## src/rtl/dispatch_credit_ctrl.sv

```systemverilog
// dispatch_credit_ctrl: dispatch-stage credit controller.
// Tracks free reservation-station entries (ALU, branch, aux unit) and ROB
// occupancy, decides per cycle whether the decoded instruction dispatches,
// and hands out the ROB tail as the instruction's tag.
// Optional feature macro: DISPATCH_STATS_EN adds stallCycles/robFullCycles.
//
// state   | meaning
// --------+-----------------------------------------------------------
// S_RUN   | normal operation, dispatch allowed when resources permit
// S_FLUSH | one recovery cycle after flush; no dispatch, credits full

// One reservation-station credit counter: DEPTH free entries at reset.
module dispatch_credit_cnt #(
    parameter int DEPTH = 4
) (
    input  logic clk,
    input  logic reset,
    input  logic restore_i,
    input  logic alloc_i,
    input  logic free_i,
    output logic avail_o,
    output logic err_o
);
    localparam int CW = $clog2(DEPTH + 1);
    localparam logic [CW-1:0] FULL = CW'(DEPTH);

    logic [CW-1:0] cred_q;
    logic [CW-1:0] cred_d;

    assign avail_o = (cred_q != '0);
    // A release at a full counter is an error unless an allocation in the
    // same cycle makes room for it.
    assign err_o   = free_i & ~alloc_i & (cred_q == FULL);

    // Next credit value: restore wins, simultaneous alloc/free cancel.
    always_comb begin
        cred_d = cred_q;
        if (restore_i) begin
            cred_d = FULL;
        end else if (alloc_i && !free_i) begin
            cred_d = cred_q - CW'(1);
        end else if (free_i && !alloc_i && (cred_q != FULL)) begin
            cred_d = cred_q + CW'(1);
        end
    end

    // Credit register.
    always_ff @(posedge clk) begin
        if (reset) begin
            cred_q <= FULL;
        end else begin
            cred_q <= cred_d;
        end
    end
endmodule

module dispatch_credit_ctrl #(
    parameter int ALU_DEPTH = 4,
    parameter int BR_DEPTH  = 4,
    parameter int AUX_DEPTH = 4,
    parameter int ROB_DEPTH = 8
) (
    input  logic                         clk,
    input  logic                         reset,
    input  logic                         decValid,
    input  logic [1:0]                   RSstation,
    input  logic                         stationRequest,
    input  logic                         robWrite,
    input  logic                         aluFree,
    input  logic                         brFree,
    input  logic                         auxFree,
    input  logic                         robCommit,
    input  logic                         flush,
    output logic                         dispatch,
    output logic                         decStall,
    output logic [$clog2(ROB_DEPTH)-1:0] robTag,
    output logic                         creditErr
`ifdef DISPATCH_STATS_EN
    ,
    output logic [31:0]                  stallCycles,
    output logic [31:0]                  robFullCycles
`endif
);
    localparam int TW   = $clog2(ROB_DEPTH);
    localparam int CNTW = $clog2(ROB_DEPTH + 1);
    localparam logic [CNTW-1:0] ROB_FULL = CNTW'(ROB_DEPTH);

    typedef enum logic {
        S_RUN   = 1'b0,
        S_FLUSH = 1'b1
    } state_t;

    state_t          state_q;
    logic [TW-1:0]   rob_head_q;
    logic [TW-1:0]   rob_tail_q;
    logic [CNTW-1:0] rob_cnt_q;
    logic            err_q;

    logic need_rs;
    logic sel_alu, sel_br, sel_aux;
    logic alu_avail, br_avail, aux_avail;
    logic alu_err, br_err, aux_err;
    logic rs_ok, rob_ok, run, discard;
    logic rob_alloc, rob_commit, rob_err;

    assign need_rs = stationRequest & (RSstation != 2'b10);
    assign sel_alu = (RSstation == 2'b00);
    assign sel_br  = (RSstation == 2'b01);
    assign sel_aux = (RSstation == 2'b11);
    assign run     = (state_q == S_RUN);
    // Releases and commits are dropped while recovering; credits are being
    // rebuilt from scratch in those cycles.
    assign discard = flush | ~run;

    assign rs_ok  = ~need_rs | (sel_alu & alu_avail) | (sel_br & br_avail)
                  | (sel_aux & aux_avail);
    assign rob_ok = ~robWrite | (rob_cnt_q != ROB_FULL);

    assign dispatch = decValid & run & ~flush & ~reset & rs_ok & rob_ok;
    assign decStall = decValid & ~dispatch;
    assign robTag   = rob_tail_q;
    assign creditErr = err_q;

    assign rob_alloc  = dispatch & robWrite;
    assign rob_commit = robCommit & ~discard & (rob_cnt_q != '0);
    assign rob_err    = robCommit & ~discard & (rob_cnt_q == '0);

    dispatch_credit_cnt #(.DEPTH(ALU_DEPTH)) u_alu_cred (
        .clk       (clk),
        .reset     (reset),
        .restore_i (flush),
        .alloc_i   (dispatch & need_rs & sel_alu),
        .free_i    (aluFree & ~discard),
        .avail_o   (alu_avail),
        .err_o     (alu_err)
    );

    dispatch_credit_cnt #(.DEPTH(BR_DEPTH)) u_br_cred (
        .clk       (clk),
        .reset     (reset),
        .restore_i (flush),
        .alloc_i   (dispatch & need_rs & sel_br),
        .free_i    (brFree & ~discard),
        .avail_o   (br_avail),
        .err_o     (br_err)
    );

    dispatch_credit_cnt #(.DEPTH(AUX_DEPTH)) u_aux_cred (
        .clk       (clk),
        .reset     (reset),
        .restore_i (flush),
        .alloc_i   (dispatch & need_rs & sel_aux),
        .free_i    (auxFree & ~discard),
        .avail_o   (aux_avail),
        .err_o     (aux_err)
    );

    // Run/flush FSM together with ROB pointers and the sticky error flag.
    always_ff @(posedge clk) begin
        if (reset) begin
            state_q    <= S_RUN;
            rob_head_q <= '0;
            rob_tail_q <= '0;
            rob_cnt_q  <= '0;
            err_q      <= 1'b0;
        end else begin
            err_q <= err_q | alu_err | br_err | aux_err | rob_err;
            if (flush) begin
                state_q    <= S_FLUSH;
                rob_tail_q <= rob_head_q;
                rob_cnt_q  <= '0;
            end else if (state_q == S_FLUSH) begin
                state_q <= S_RUN;
            end else begin
                if (rob_alloc) begin
                    rob_tail_q <= rob_tail_q + TW'(1);
                end
                if (rob_commit) begin
                    rob_head_q <= rob_head_q + TW'(1);
                end
                case ({rob_alloc, rob_commit})
                    2'b10:   rob_cnt_q <= rob_cnt_q + CNTW'(1);
                    2'b01:   rob_cnt_q <= rob_cnt_q - CNTW'(1);
                    default: rob_cnt_q <= rob_cnt_q;
                endcase
            end
        end
    end

`ifdef DISPATCH_STATS_EN
    logic [31:0] stall_cnt_q;
    logic [31:0] full_cnt_q;

    assign stallCycles   = stall_cnt_q;
    assign robFullCycles = full_cnt_q;

    // Saturating event counters; flush leaves them alone.
    always_ff @(posedge clk) begin
        if (reset) begin
            stall_cnt_q <= '0;
            full_cnt_q  <= '0;
        end else begin
            if (decStall && (stall_cnt_q != 32'hFFFF_FFFF)) begin
                stall_cnt_q <= stall_cnt_q + 32'd1;
            end
            if ((rob_cnt_q == ROB_FULL) && (full_cnt_q != 32'hFFFF_FFFF)) begin
                full_cnt_q <= full_cnt_q + 32'd1;
            end
        end
    end
`endif
endmodule

```

## config.mk

```make
export PLATFORM = sky130hd
export DESIGN_NAME = dispatch_credit_ctrl
export DESIGN_NICKNAME = d
export VERILOG_FILES = /design/src/rtl/dispatch_credit_ctrl.sv
export SDC_FILE = /design/constraint.sdc
export NUM_CORES = 1
export LEC_CHECK = 0
export CORE_MARGIN = 2
export CORE_UTILIZATION = 40
export DETAILED_ROUTE_END_ITERATION = 10
export HOLD_SLACK_MARGIN = 0.15
export SYNTH_ARGS = -nofsm -noshare
export SYNTH_HDL_FRONTEND = slang
export SYNTH_SLANG_ARGS = --single-unit
```

## constraint.sdc

```tcl
create_clock -name clk -period 3.8 [get_ports clk]
set_input_delay 0.76 -clock clk [delete_from_list [all_inputs] [get_ports clk]]
set_output_delay 0.76 -clock clk [all_outputs]
set_load 0.05 [all_outputs]
```

==> metrics.yaml, run 1 <==
run_status:
  status: "finished, final reports clean"
die:
  initial_utilization_pct: 40.9
  coreArea_um2: 3610
  die_area_um2: 4190
  die_w_um: 64.8
  boundaryPins: 18
  rows: 22
  die_h_um: 64.8
drt:
  drtIter0Drc: 64
  wire_per_inst_um: 14.3
  ant_nets: 0
  drc: 0
  vias: 1318
  firstDrtPassIters: 4
  vias_per_cell: 5.49
  finalWirelength_um: 3440
synth:
  synth.distinct_cells: 56
  synthCells: 172
  synth_seq_cells: 21
  synth.avg_cell_area_um2: 8.58
  syn_area_um2: 1480
  synthAdderAreaFrac_pct: 8.31
  synth_mux_area_share_pct: 5.17
  synth_top_cell_by_area: "dfxtp_1"
  seq_area_frac_synth_pct: 28.5
  async_reset_ff_share_pct: 0
  synthTopCellsByCount: "dfxtp_1, nor2_1, inv_1"
  synth_top_family_by_area: "simple AND/OR/NAND/NOR gates"
  syn_nets: 192
  yosysWarnings: 0
  synth_compound_gate_area_share_pct: 19.9
  synth_xor_area_share_pct: 5.34
  synth_top_area_share_pct: 28.5
  synthSimpleGateAreaFrac_pct: 27.5
  synth_edf_count: 0
  synthFlopType: "dfxtp_1"
  synth_area_leaders: "dfxtp_1, nor2_1, ha_1, fa_1, mux2i_1"
setup_path:
  crit_start: "flush"
  cp-end-kind: "output port"
  timing.rr.start: "state_q"
  critPathKind: "in -> out"
  worst-endpoint-arrival_ps: 2730
  r2r-end: "rob_cnt_q[2]"
  reg2reg_slack_ps: 1130
  critPathMaxFanout: 6
  ff2ff_path_depth: 11
  required_ps: 3040
  start_kind: "primary input"
grt:
  antenna_found_initial: 0
  grt_start_max_net_pins: 16
  grt_pass1_vias: 1254
  gr-usage-all-layers_pct: 17.7
  globalRouteOverflowTotal: 0
  grt_pass1_wl_um: 5810
finish:
  multi_input_area_um2: 977
  final_area_um2: 1770
  utilization_pct: 49.0
  nets: 213
  drive_gt1_share_pct: 13.0
  num_antenna_cells: 0
  ff_latch_area_um2: 420
  area_growth_pct: 19.7
  fillers: 369
cts:
  clock_path_buffers: 2
  tritoncts: "done"
  cts.repair.resized: 0
  clkLatencyLatePin_ps: 270
  cts_sinks: 21
  postCtsSetupBuffers: 0
  cts_buffers: 3
  cts_hold_buf: 0
  clk_pin_slew_ps: 80
  cts_htree_levels: 1
  cts_root_buf: "clkbuf_8"
timing:
  report.final.slew_viol_count: 0
  clock-skew-final_ps: 4.07
  fin_crit_ps: 3490
  finalHoldViolations: 0
  slew_headroom_pct: 63.7
  fin_setup_tns_ps: 0
  fin_crit_sh_pct: 91.9
  fmaxAchievable_mhz: 286
  rsz0062_at_grt: "no"
  finalSetupViolCount: 0
  fin_ws_ps: 310
  worst_pin_slew_ps: 544
power_and_ir_drop:
  leakage_nw: 0.663
  ir_drop_mv: 0.111
  power_density_nw_per_um2: 260
worst_hold_path:
  hold_path.startpoint: "rob_head_q[2]"
  whs_endpoint: "robTag[2]"
  min_delay_path_depth: 2
  hp-class: "reg -> reg"
place:
  dpl_worst_slack_ps: 216
  gp_congestion: 0.826
  placed_area_um2: 1720
  port_buffers: 17
  hpwlAfterDp_um: 2650
job:
  cap_violations: 0
==> final cells by class <==
| type | instances | area share [%] |
|---|---|---|
| Clock buffer | 3 | 2.34 |
| Multi-Input combinational cell | 132 | 55.3 |
| Timing Repair Buffer | 22 | 12.2 |
| Inverter | 13 | 2.76 |
| Clock inverter | 1 | 0.283 |
| Tap cell | 48 | 3.40 |
| Sequential cell | 21 | 23.8 |
==> worst max path at each step <==
stage	cells past startpoint	slack, ps	to
2_1_floorplan	11	860	rob_cnt_q[2]
3_3_place_gp	12	310	rob_cnt_q[2]
3_5_place_dp	12	220	rob_cnt_q[2]
4_1_cts	6	310	decStall
5_1_grt	6	230	decStall
6_report	6	310	decStall
==> flip-flops by register name, summed over array words and instances, names as in the netlist <==
register           cells
rob_cnt_q              4
robTag                 3
rob_head_q             3
u_alu_cred.cred_q      3
u_aux_cred.cred_q      3
u_br_cred.cred_q       3
creditErr              1
state_q                1
==> worst max-delay path, stage by stage <==
cell and delay, ps:
clkdlybuf4s50_1 520, or4b_4 590, a31oi_4 230, o21ai_1 200, and2_2 240, buf_4 180
==> metal layers <==
layer  up-vias  track usage, %  part of all wire [%]
met5         -               0                     0
met4         0            5.05                  0.61
met3         2            2.08                   3.4
met2        28            27.1                    46
met1       619            26.1                    50
li1        669               -                     -
==> stage by stage <==
stage / hold slack [ps] / power, W / cells
global route: 547 / 0.000480 / 240
global placement: 493 / 0.000309 / 236
CTS: 524 / 0.000465 / 240
finish: 516 / 0.000459 / 240
floorplan: 457 / 0.000275 / 172
detailed placement: 505 / 0.000309 / 236
==> power breakdown <==
part           switching [W]  internal (W)   total, W  leakage (nW)
sequential        0.00000351      0.000223   0.000227         0.170
clock              0.0000813     0.0000733   0.000155        0.0255
combinational      0.0000450     0.0000329  0.0000779         0.467
total               0.000130      0.000330   0.000459         0.663
==> logic make-up after synthesis <==
logic type / count (synthesis)
AO/OA/AOI/OAI: 39
XOR/XNOR: 9
adder cells (fa/ha/maj): 8
buffers and inverters: 19
flip-flops: 21
multiplexers: 7
AND/OR/NAND/NOR: 69
==> cell usage in the layout (no fill, tap or decap), types with 4 or more instances in the layout <==
| cell type | netlist | routed |
|---|---|---|
| mux2i_1 | 5 | 5 |
| dfxtp_1 | 21 | 21 |
| nor2_1 | 21 | 21 |
| buf_4 | 1 | 6 |
| o21ai_0 | 6 | 6 |
| a21oi_1 | 6 | 6 |
| xnor2_1 | 5 | 5 |
| clkdlybuf4s50_1 | 0 | 15 |
| nand2_1 | 11 | 11 |
| ha_1 | 5 | 5 |
| inv_1 | 13 | 13 |
| xor2_1 | 4 | 4 |
Power figures use the tool's default switching activity.
==> run 2: changes to the inputs <==
--- a/config.mk
+++ b/config.mk
@@ -5,6 +5,7 @@
 export SDC_FILE = /design/constraint.sdc
 export NUM_CORES = 1
 export LEC_CHECK = 0
+export CORE_ASPECT_RATIO = 1.2
 export CORE_MARGIN = 2
 export CORE_UTILIZATION = 40
 export DETAILED_ROUTE_END_ITERATION = 10
==> metrics.yaml, run 2 (synthesis gave the netlist of run 1 again) <==
die:
  initial_utilization_pct: 41.3
  rows: 24
  die_h_um: 70.6
  boundaryPins: 18
  die_area_um2: 4190
  die_w_um: 59.5
  coreArea_um2: 3570
cts:
  postCtsSetupBuffers: 0
  cts_root_buf: "clkbuf_8"
  cts.repair.resized: 0
  clk_pin_slew_ps: 80
  cts_buffers: 3
  cts_htree_levels: 1
  clock_path_buffers: 2
  cts_sinks: 21
  tritoncts: "done"
  cts_hold_buf: 0
  clkLatencyLatePin_ps: 260
timing:
  finalHoldViolations: 0
  rsz0062_at_grt: "no"
  fin_crit_ps: 3450
  report.final.slew_viol_count: 0
  clock-skew-final_ps: 1.76
  fin_ws_ps: 350
  fmaxAchievable_mhz: 290
  fin_crit_sh_pct: 90.8
  fin_setup_tns_ps: 0
  finalSetupViolCount: 0
  slew_headroom_pct: 64.2
  worst_pin_slew_ps: 536
setup_path:
  critPathMaxFanout: 5
  critPathKind: "in -> out"
  cp-end-kind: "output port"
  required_ps: 3040
  reg2reg_slack_ps: 1160
  start_kind: "primary input"
  worst-endpoint-arrival_ps: 2690
grt:
  globalRouteOverflowTotal: 0
  grt_start_max_net_pins: 16
  grt_pass1_wl_um: 5890
  gr-usage-all-layers_pct: 17.9
  grt_pass1_vias: 1333
  antenna_found_initial: 0
power_and_ir_drop:
  leakage_nw: 0.668
  ir_drop_mv: 0.149
  power_density_nw_per_um2: 259
finish:
  drive_gt1_share_pct: 13.5
  area_growth_pct: 19.5
  layout_common_cells: "nor2_1, dfxtp_1, clkdlybuf4s50_1, inv_1, nand2_1"
  regMostFlops: "rob_cnt_q"
  largest_reg_flops: 4
  nets: 214
  num_antenna_cells: 0
drt:
  drtIter0Drc: 61
  drc: 0
  wire_per_inst_um: 14.6
  vias: 1347
  vias_per_cell: 5.81
  ant_nets: 0
  finalWirelength_um: 3400
  firstDrtPassIters: 4
worst_hold_path:
  hp-class: "reg -> reg"
place:
  port_buffers: 17
  gp_congestion: 0.846
  dpl_worst_slack_ps: 265
  hpwlAfterDp_um: 2710
job:
  cap_violations: 0
run_status:
  status: "finished, final reports clean"
-- run 2: worst paths after layout --
kind,startpoint,endpoint,cells after the start
hold / removal,rob_head_q[2],robTag[2],2
setup / recovery,flush,decStall,6
setup reg to reg,state_q,rob_cnt_q[2],11
hold reg to reg,rob_head_q[2],robTag[2],2
-- run 2: metrics by stage --
step / std cells / hold WS (ps) / cell area (um2) / utilization (%) / power, W
after floorplan: 172 / 457 / 1480 / - / 0.000275
final: 232 / 494 / 1760 / 49.4 / 0.000457
after detailed placement: 228 / 485 / 1720 / 48.1 / 0.000310
after global routing: 232 / 546 / 1760 / 49.4 / 0.000478
after CTS: 232 / 498 / 1760 / 49.4 / 0.000463
after global placement: 228 / 480 / 1720 / 48.1 / 0.000310
-- run 2: cell type report --
type / count / area, um2
multi-input combinational: 132 / 977
sequential: 21 / 420
tap: 39 / 48.8
clock buffer: 3 / 41.3
clock inverter: 1 / 5.00
fill: 373 / 1810
inverter: 13 / 48.8
timing repair buffer: 23 / 223
-- run 2: power by group --
group	leakage (nW)	switching [W]	internal [W]
Combinational	0.472	0.0000452	0.0000338
Clock	0.0255	0.0000785	0.0000732
Sequential	0.170	0.00000326	0.000223
-- run 2: routing by layer --
| metal | up-vias | wire length (um) | global-route usage [%] |
|---|---|---|---|
| li1 | 667 | - | - |
| met1 | 630 | 1510 | 23.6 |
| met2 | 42 | 1640 | 28.0 |
| met3 | 8 | 166 | 3.29 |
| met4 | 0 | 75 | 8.08 |
| met5 | - | 0 | 0 |
-- run 2: worst max-delay path, cell delays in order --
cell	delay (ps)
clkdlybuf4s50_1	500
or4b_4	580
a31oi_4	220
o21ai_1	200
and2_2	240
buf_4	180
